[src/rtl/tcdm_xbar_pipe.sv]
// NumIn x NumOut TCDM crossbar: per-bank round-robin, optional request register, tagged response pipe.
// Latency gnt_o->vld_o = MemLatency (+1 with ReqRegOn); a stalled bank (gnt_i=0) holds its request and withholds gnt_o.
module tcdm_xbar_pipe #(
  parameter int unsigned NumIn        = 4,
  parameter int unsigned NumOut       = 8,
  parameter int unsigned AddrWidth    = 32,
  parameter int unsigned DataWidth    = 32,
  parameter int unsigned BeWidth      = DataWidth / 8,
  parameter int unsigned AddrMemWidth = 12,
  parameter int unsigned MemLatency   = 1,
  parameter int unsigned WriteRespOn  = 1,
  parameter int unsigned ReqRegOn     = 0
) (
  input  logic                                  clk_i,
  input  logic                                  rst_i,
  input  logic [NumIn-1:0]                      req_i,
  input  logic [NumIn-1:0][AddrWidth-1:0]       add_i,
  input  logic [NumIn-1:0]                      wen_i,
  input  logic [NumIn-1:0][DataWidth-1:0]       wdata_i,
  input  logic [NumIn-1:0][BeWidth-1:0]         be_i,
  output logic [NumIn-1:0]                      gnt_o,
  output logic [NumIn-1:0]                      vld_o,
  output logic [NumIn-1:0][DataWidth-1:0]       rdata_o,
  output logic [NumOut-1:0]                     req_o,
  input  logic [NumOut-1:0]                     gnt_i,
  output logic [NumOut-1:0][AddrMemWidth-1:0]   add_o,
  output logic [NumOut-1:0]                     wen_o,
  output logic [NumOut-1:0][DataWidth-1:0]      wdata_o,
  output logic [NumOut-1:0][BeWidth-1:0]        be_o,
  input  logic [NumOut-1:0][DataWidth-1:0]      rdata_i
);
  localparam int unsigned WordOff = $clog2(BeWidth);
  localparam int unsigned BankW   = $clog2(NumOut);
  localparam int unsigned InW     = $clog2(NumIn);

  logic [NumIn-1:0][BankW-1:0]         w_bank;
  logic [NumIn-1:0][AddrMemWidth-1:0]  w_waddr;
  logic                                w_unused_addr;

  always_comb begin
    for (int j = 0; j < NumIn; j++) begin
      w_bank[j]  = add_i[j][WordOff +: BankW];
      w_waddr[j] = add_i[j][WordOff+BankW +: AddrMemWidth];
    end
  end
  assign w_unused_addr = ^add_i;

  logic [NumOut-1:0][InW-1:0] r_rr, w_win;
  logic [NumOut-1:0]          w_any, w_acc;
  logic [InW-1:0]             w_c;

  // Winner is the first requester at or above the pointer, wrapping.
  always_comb begin
    w_any = '0;
    w_win = '0;
    w_c   = '0;
    for (int k = 0; k < NumOut; k++) begin
      for (int o = 0; o < NumIn; o++) begin
        w_c = r_rr[k] + InW'(o);
        if (!w_any[k] && req_i[w_c] && (w_bank[w_c] == BankW'(k))) begin
          w_any[k] = 1'b1;
          w_win[k] = w_c;
        end
      end
    end
  end

  always_ff @(posedge clk_i or posedge rst_i) begin
    if (rst_i) begin
      r_rr <= '0;
    end else begin
      for (int k = 0; k < NumOut; k++)
        if (w_acc[k]) r_rr[k] <= w_win[k] + InW'(1);
    end
  end

  logic [NumOut-1:0]                   w_req, w_wen;
  logic [NumOut-1:0][AddrMemWidth-1:0] w_add;
  logic [NumOut-1:0][DataWidth-1:0]    w_wdata;
  logic [NumOut-1:0][BeWidth-1:0]      w_be;
  logic [NumOut-1:0][InW-1:0]          w_didx;

  if (ReqRegOn == 0) begin : g_comb
    always_comb begin
      for (int k = 0; k < NumOut; k++) begin
        w_req[k]   = w_any[k];
        w_acc[k]   = w_any[k] & gnt_i[k];
        w_didx[k]  = w_win[k];
        w_add[k]   = w_any[k] ? w_waddr[w_win[k]] : '0;
        w_wen[k]   = w_any[k] & wen_i[w_win[k]];
        w_wdata[k] = w_any[k] ? wdata_i[w_win[k]] : '0;
        w_be[k]    = w_any[k] ? be_i[w_win[k]] : '0;
      end
    end
  end else begin : g_reg
    logic [NumOut-1:0]                   r_full, r_wen;
    logic [NumOut-1:0][AddrMemWidth-1:0] r_add;
    logic [NumOut-1:0][DataWidth-1:0]    r_wdata;
    logic [NumOut-1:0][BeWidth-1:0]      r_be;
    logic [NumOut-1:0][InW-1:0]          r_idx;

    always_comb begin
      for (int k = 0; k < NumOut; k++)
        w_acc[k] = w_any[k] & (!r_full[k] | gnt_i[k]);
    end

    // A full slot drains on gnt_i and may refill in the same cycle.
    always_ff @(posedge clk_i or posedge rst_i) begin
      if (rst_i) begin
        r_full  <= '0;
        r_wen   <= '0;
        r_add   <= '0;
        r_wdata <= '0;
        r_be    <= '0;
        r_idx   <= '0;
      end else begin
        for (int k = 0; k < NumOut; k++) begin
          if (w_acc[k]) begin
            r_full[k]  <= 1'b1;
            r_wen[k]   <= wen_i[w_win[k]];
            r_add[k]   <= w_waddr[w_win[k]];
            r_wdata[k] <= wdata_i[w_win[k]];
            r_be[k]    <= be_i[w_win[k]];
            r_idx[k]   <= w_win[k];
          end else if (gnt_i[k]) begin
            r_full[k] <= 1'b0;
          end
        end
      end
    end

    assign w_req   = r_full;
    assign w_wen   = r_wen;
    assign w_add   = r_add;
    assign w_wdata = r_wdata;
    assign w_be    = r_be;
    assign w_didx  = r_idx;
  end

  logic [NumIn-1:0] w_gnt;
  always_comb begin
    w_gnt = '0;
    for (int k = 0; k < NumOut; k++)
      if (w_acc[k]) w_gnt[w_win[k]] = 1'b1;
  end

  assign gnt_o   = rst_i ? '0 : w_gnt;
  assign req_o   = rst_i ? '0 : w_req;
  assign add_o   = rst_i ? '0 : w_add;
  assign wen_o   = rst_i ? '0 : w_wen;
  assign wdata_o = rst_i ? '0 : w_wdata;
  assign be_o    = rst_i ? '0 : w_be;

  logic [NumOut-1:0][MemLatency-1:0]          r_tv;
  logic [NumOut-1:0][MemLatency-1:0][InW-1:0] r_ti;

  always_ff @(posedge clk_i or posedge rst_i) begin
    if (rst_i) begin
      r_tv <= '0;
      r_ti <= '0;
    end else begin
      for (int k = 0; k < NumOut; k++) begin
        r_tv[k][0] <= w_req[k] & gnt_i[k] & (!w_wen[k] | (WriteRespOn != 0));
        r_ti[k][0] <= w_didx[k];
        for (int s = 1; s < MemLatency; s++) begin
          r_tv[k][s] <= r_tv[k][s-1];
          r_ti[k][s] <= r_ti[k][s-1];
        end
      end
    end
  end

  logic [NumIn-1:0]                w_vld;
  logic [NumIn-1:0][DataWidth-1:0] w_rdata;
  logic                            w_dup;

  always_comb begin
    w_vld   = '0;
    w_rdata = '0;
    w_dup   = 1'b0;
    for (int k = 0; k < NumOut; k++) begin
      if (r_tv[k][MemLatency-1]) begin
        if (w_vld[r_ti[k][MemLatency-1]]) w_dup = 1'b1;
        w_vld[r_ti[k][MemLatency-1]]   = 1'b1;
        w_rdata[r_ti[k][MemLatency-1]] = rdata_i[k];
      end
    end
  end

  assign vld_o   = w_vld;
  assign rdata_o = w_rdata;

  a_params: assert property (@(posedge clk_i)
    ((NumIn & (NumIn - 1)) == 0) && ((NumOut & (NumOut - 1)) == 0) &&
    (AddrWidth >= WordOff + BankW + AddrMemWidth) && (MemLatency >= 1));
  a_one_resp: assert property (@(posedge clk_i) disable iff (rst_i) !w_dup);

endmodule

[config.mk]
export PLATFORM = sky130hd
export DESIGN_NAME = tcdm_xbar_pipe
export DESIGN_NICKNAME = d
export VERILOG_FILES = /design/src/rtl/tcdm_xbar_pipe.sv
export SDC_FILE = /design/constraint.sdc
export NUM_CORES = 2
export LEC_CHECK = 0
export BUFFER_PORTS_ARGS = -buffer_cell sky130_fd_sc_hd__buf_2
export CORE_AREA = 2 2 423 425
export DETAILED_ROUTE_END_ITERATION = 10
export DIE_AREA = 0 0 425 427
export HOLD_SLACK_MARGIN = 0.1
export PLACE_DENSITY = 0.37
export SLEW_MARGIN = 25
export SYNTH_ARGS = -nofsm -noshare
export SYNTH_HDL_FRONTEND = slang
export SYNTH_SLANG_ARGS = --single-unit
[constraint.sdc]
create_clock -name clk_i -period 6.8 [get_ports clk_i]
set_input_delay 0.68 -clock clk_i [delete_from_list [all_inputs] [get_ports clk_i]]
set_output_delay 0.68 -clock clk_i [all_outputs]
set_load 0.02 [all_outputs]
==> metrics.md <==
| Metric | Value |
|---|---|
| Postcts setup bufs | 0 |
| Synth top area share | 14.47% |
| Clock Power Share | 9.1% |
| Clock sink count | 40 |
| Fillers | 20360 |
| Max rail drop VDD | 0.00009810 V |
| Starting Density | 14.57% |
| # rows | 155 |
| Tot GR Track Use | 20.61% |
| CP startpoint | add_i[4] |
| PwrDens | 100.5 nW/um2 |
| IO Count | 1082 |
| Synth warn | 0 |
| CTS Root Buffer Type | clkbuf_16 |
| Critical R2R Launch | r_rr[7] |
| Critical Path Fanout Max | 86 |
| CTS Buffer Depth | 2 |
| DRT Pass-1 Iters | 6 |
| Synth area leaders | a211oi_1 (14%), mux2i_1 (13%), o221ai_1 (9.4%), mux2_2 (6.4%), clkbuf_1 (6.2%) |
| Post-synth EDFFs | 0 |
| WL per Instance | 30.17 um |
| Synth Net Count | 4312 |
| Crit path DAT | 4.09 ns |
| Vias in the first global route | 33765 |
| Share of cells above drive strength 1 | 32.95% |
| # hold bufs at CTS | 0 |
| Post-Syn Area | 25830 um2 |
| Most common cell after layout, fill and taps aside | buf_2 |
| Largest net degree at the start of global routing | 148 |
| Flop pwr share | 9.7% |
| Max Clock Freq | 209.5 MHz |
| CP required | 6.12 ns |
| Synth Register Bits | 40 |
| H-tree depth | 2 |
| NetSw | 0.001995 W |
| Post-synthesis cell count | 3742 |
| Slew headroom | 30.39% |
| Status | finished, final reports clean |
| Leading cell types in the layout, fill and taps excluded | buf_2 (1013), a211oi_1 (495), mux2i_1 (345) |
| Max-Cap Viols | 0 |
| Hold Fails Final Rpt | 0 |
| Setup TNS | 0 ns |
| Post-layout util | 18.62% |
| DRC | 0 |
| Sw Ratio | 60.16% |
| Final setup margin | 2.027 ns |
| Worst skew pair latency | 0.28 ns |
| Slew Viols, Final | 0 |
| CORE AREA | 177300 um2 |
| Chip height | 427 um |
| Netlist cell types | 67 |
| Cell internal pwr | 0.001321 W |
| Finish-stage setup viols | 0 |
| Fraction of registers with async set/reset | 100.0% |
| HPWL Detailed | 145000 um |
| Die W | 425 um |
| Setup WS pre-CTS | 2.000 ns |
| Total routed wirelength | 200800 um |
| Total CTS buffers | 5 |
| Synth-to-layout area growth | 27.78% |
| LEAKAGE | 14.34 nW |
| Vias | 36782 |
| Critical setup path kind | input pin to output pin |
| Starting DRT DRC Count | 3969 |
| Register clock-pin slew on the reported worst setup and hold paths | 0.06 ns |
| Die footprint | 181500 um2 |
| First-pass GRT wire length | 275400 um |
| I/O Buffers | 1013 |
| Clock skew | 0.007481 ns |
| Comb power frac | 81.1% |
| Worst min path class | register to register |
| Post-DRT Antenna Nets | 0 |
| Final Hold Slack | 0.4964 ns |
| Ys flop type | dfrtp_1 |
| Final GP Congestion | 0.8873 |
| Critical Path End Type | output pin |
| Via/cell ratio | 5.525 |
| Mean post-synth cell area | 6.902 um2 |
| Worst-Margin Slew | 1.044 ns |
| Gr ovfl total | 0 |
| RSZ-0062 raised after global routing | false |
| Dominant cell type by area after synthesis | a211oi_1 |
| Worst Setup Start Kind | input pin |
| Layout Nets | 4831 |
| Crit path time final | 4.773 ns |
| Seq/Total Area, Yosys | 3.875% |
| CTS tree | built |
| Min-delay src | r_rr[7] |
| Final worst-path cycle share | 70.19% |
| Initial antenna violation count | 63 |
| Post-CTS sizing | 0 |
registers in the layout, indices dropped and copies added, names as in the netlist:
signal	cells
r_ti	16
r_rr	16
r_tv	8
final timing paths:
path	cells past startpoint	to	slack, ns
setup / recovery	9	add_o[45]	2.03
hold / removal	2	r_rr[7]	0.50
max in group asynchronous	3	r_rr[14]	5.56
min in group asynchronous	3	r_rr[12]	0.79
hold reg to reg	2	r_rr[7]	0.50
setup reg to reg	7	r_rr[7]	4.09
kinds of logic after synthesis:
kind of cell / share of synthesized area, %
AOI/OAI and AO/OA: 46.55
muxes: 22.05
and+or+nand+nor: 15.59
adders and majority gates: 1.163
DFF: 3.875
buffers and inverters: 10.71
xor gates and xnor gates: 0.06783
Yosys cell counts, types with 5 or more instances:
library cell	n
nand2_1	202
buf_1	39
nor4_1	5
ha_1	24
and4bb_2	6
nand4b_1	13
o21ai_0	172
o221a_2	49
inv_1	29
o221ai_1	277
nand3b_1	8
nor2b_1	5
mux2_1	53
inv_2	5
buf_4	20
buf_6	8
a211oi_1	498
dfrtp_1	40
a22oi_1	46
a31oi_1	8
nor3b_1	7
nor3_1	44
nand3_1	12
and2_1	147
nor2_1	321
mux2i_1	345
a221oi_1	97
and4_1	5
o211ai_1	82
a21oi_1	174
mux2_2	146
o22ai_1	179
a21o_1	50
or2_2	6
nand4_1	10
buf_2	119
clkbuf_1	424
and4b_1	5
nand4bb_1	5
and3_1	5
power by group through the flow:
stage                     Sequential, W  Clock, W  Combinational [W]
after global placement         0.000328         0            0.00264
after floorplan                0.000298         0            0.00158
final                          0.000323  0.000303            0.00269
after detailed placement       0.000328         0            0.00266
after global routing           0.000331  0.000321            0.00285
after CTS                      0.000324  0.000310            0.00267
metrics by stage:
step,cells,instance area [um2],total power [W]
floorplan,3742,25830,0.001878
global placement,6609,32710,0.002968
detailed placement,6609,32720,0.002992
CTS,6616,32900,0.003308
global route,6637,32950,0.003500
finish,6657,33000,0.003317
layout make-up:
cell class	count	area, um2	share of cell area [%]
diodes	41	102.6	0.3109
clock buffers	5	125.1	0.3791
clock inverters	2	60.06	0.1820
inverters	34	128.9	0.3905
multi-input cells	3054	22460	68.04
flip-flops and latches	40	1005	3.044
well taps	2355	2947	8.928
repair buffers	1126	6181	18.73
critical path, stage by stage:
cell,delay [ns]
buf_2,0.18
nand4b_1,0.31
o211a_1,0.31
o2bb2ai_4,0.61
buf_12,0.37
and2_1,0.22
a211oi_1,0.05
a211oi_1,0.86
buf_2,0.31
routing by layer:
metal / track usage [%] / wire [um] / up-vias
li1: - / - / 15884
met1: 24.77 / 77820 / 18280
met2: 35.29 / 97400 / 2148
met3: 4.335 / 16220 / 418
met4: 8.842 / 9047 / 52
met5: 0 / 355 / -
Note: power is estimated with default switching activity, not from simulation.
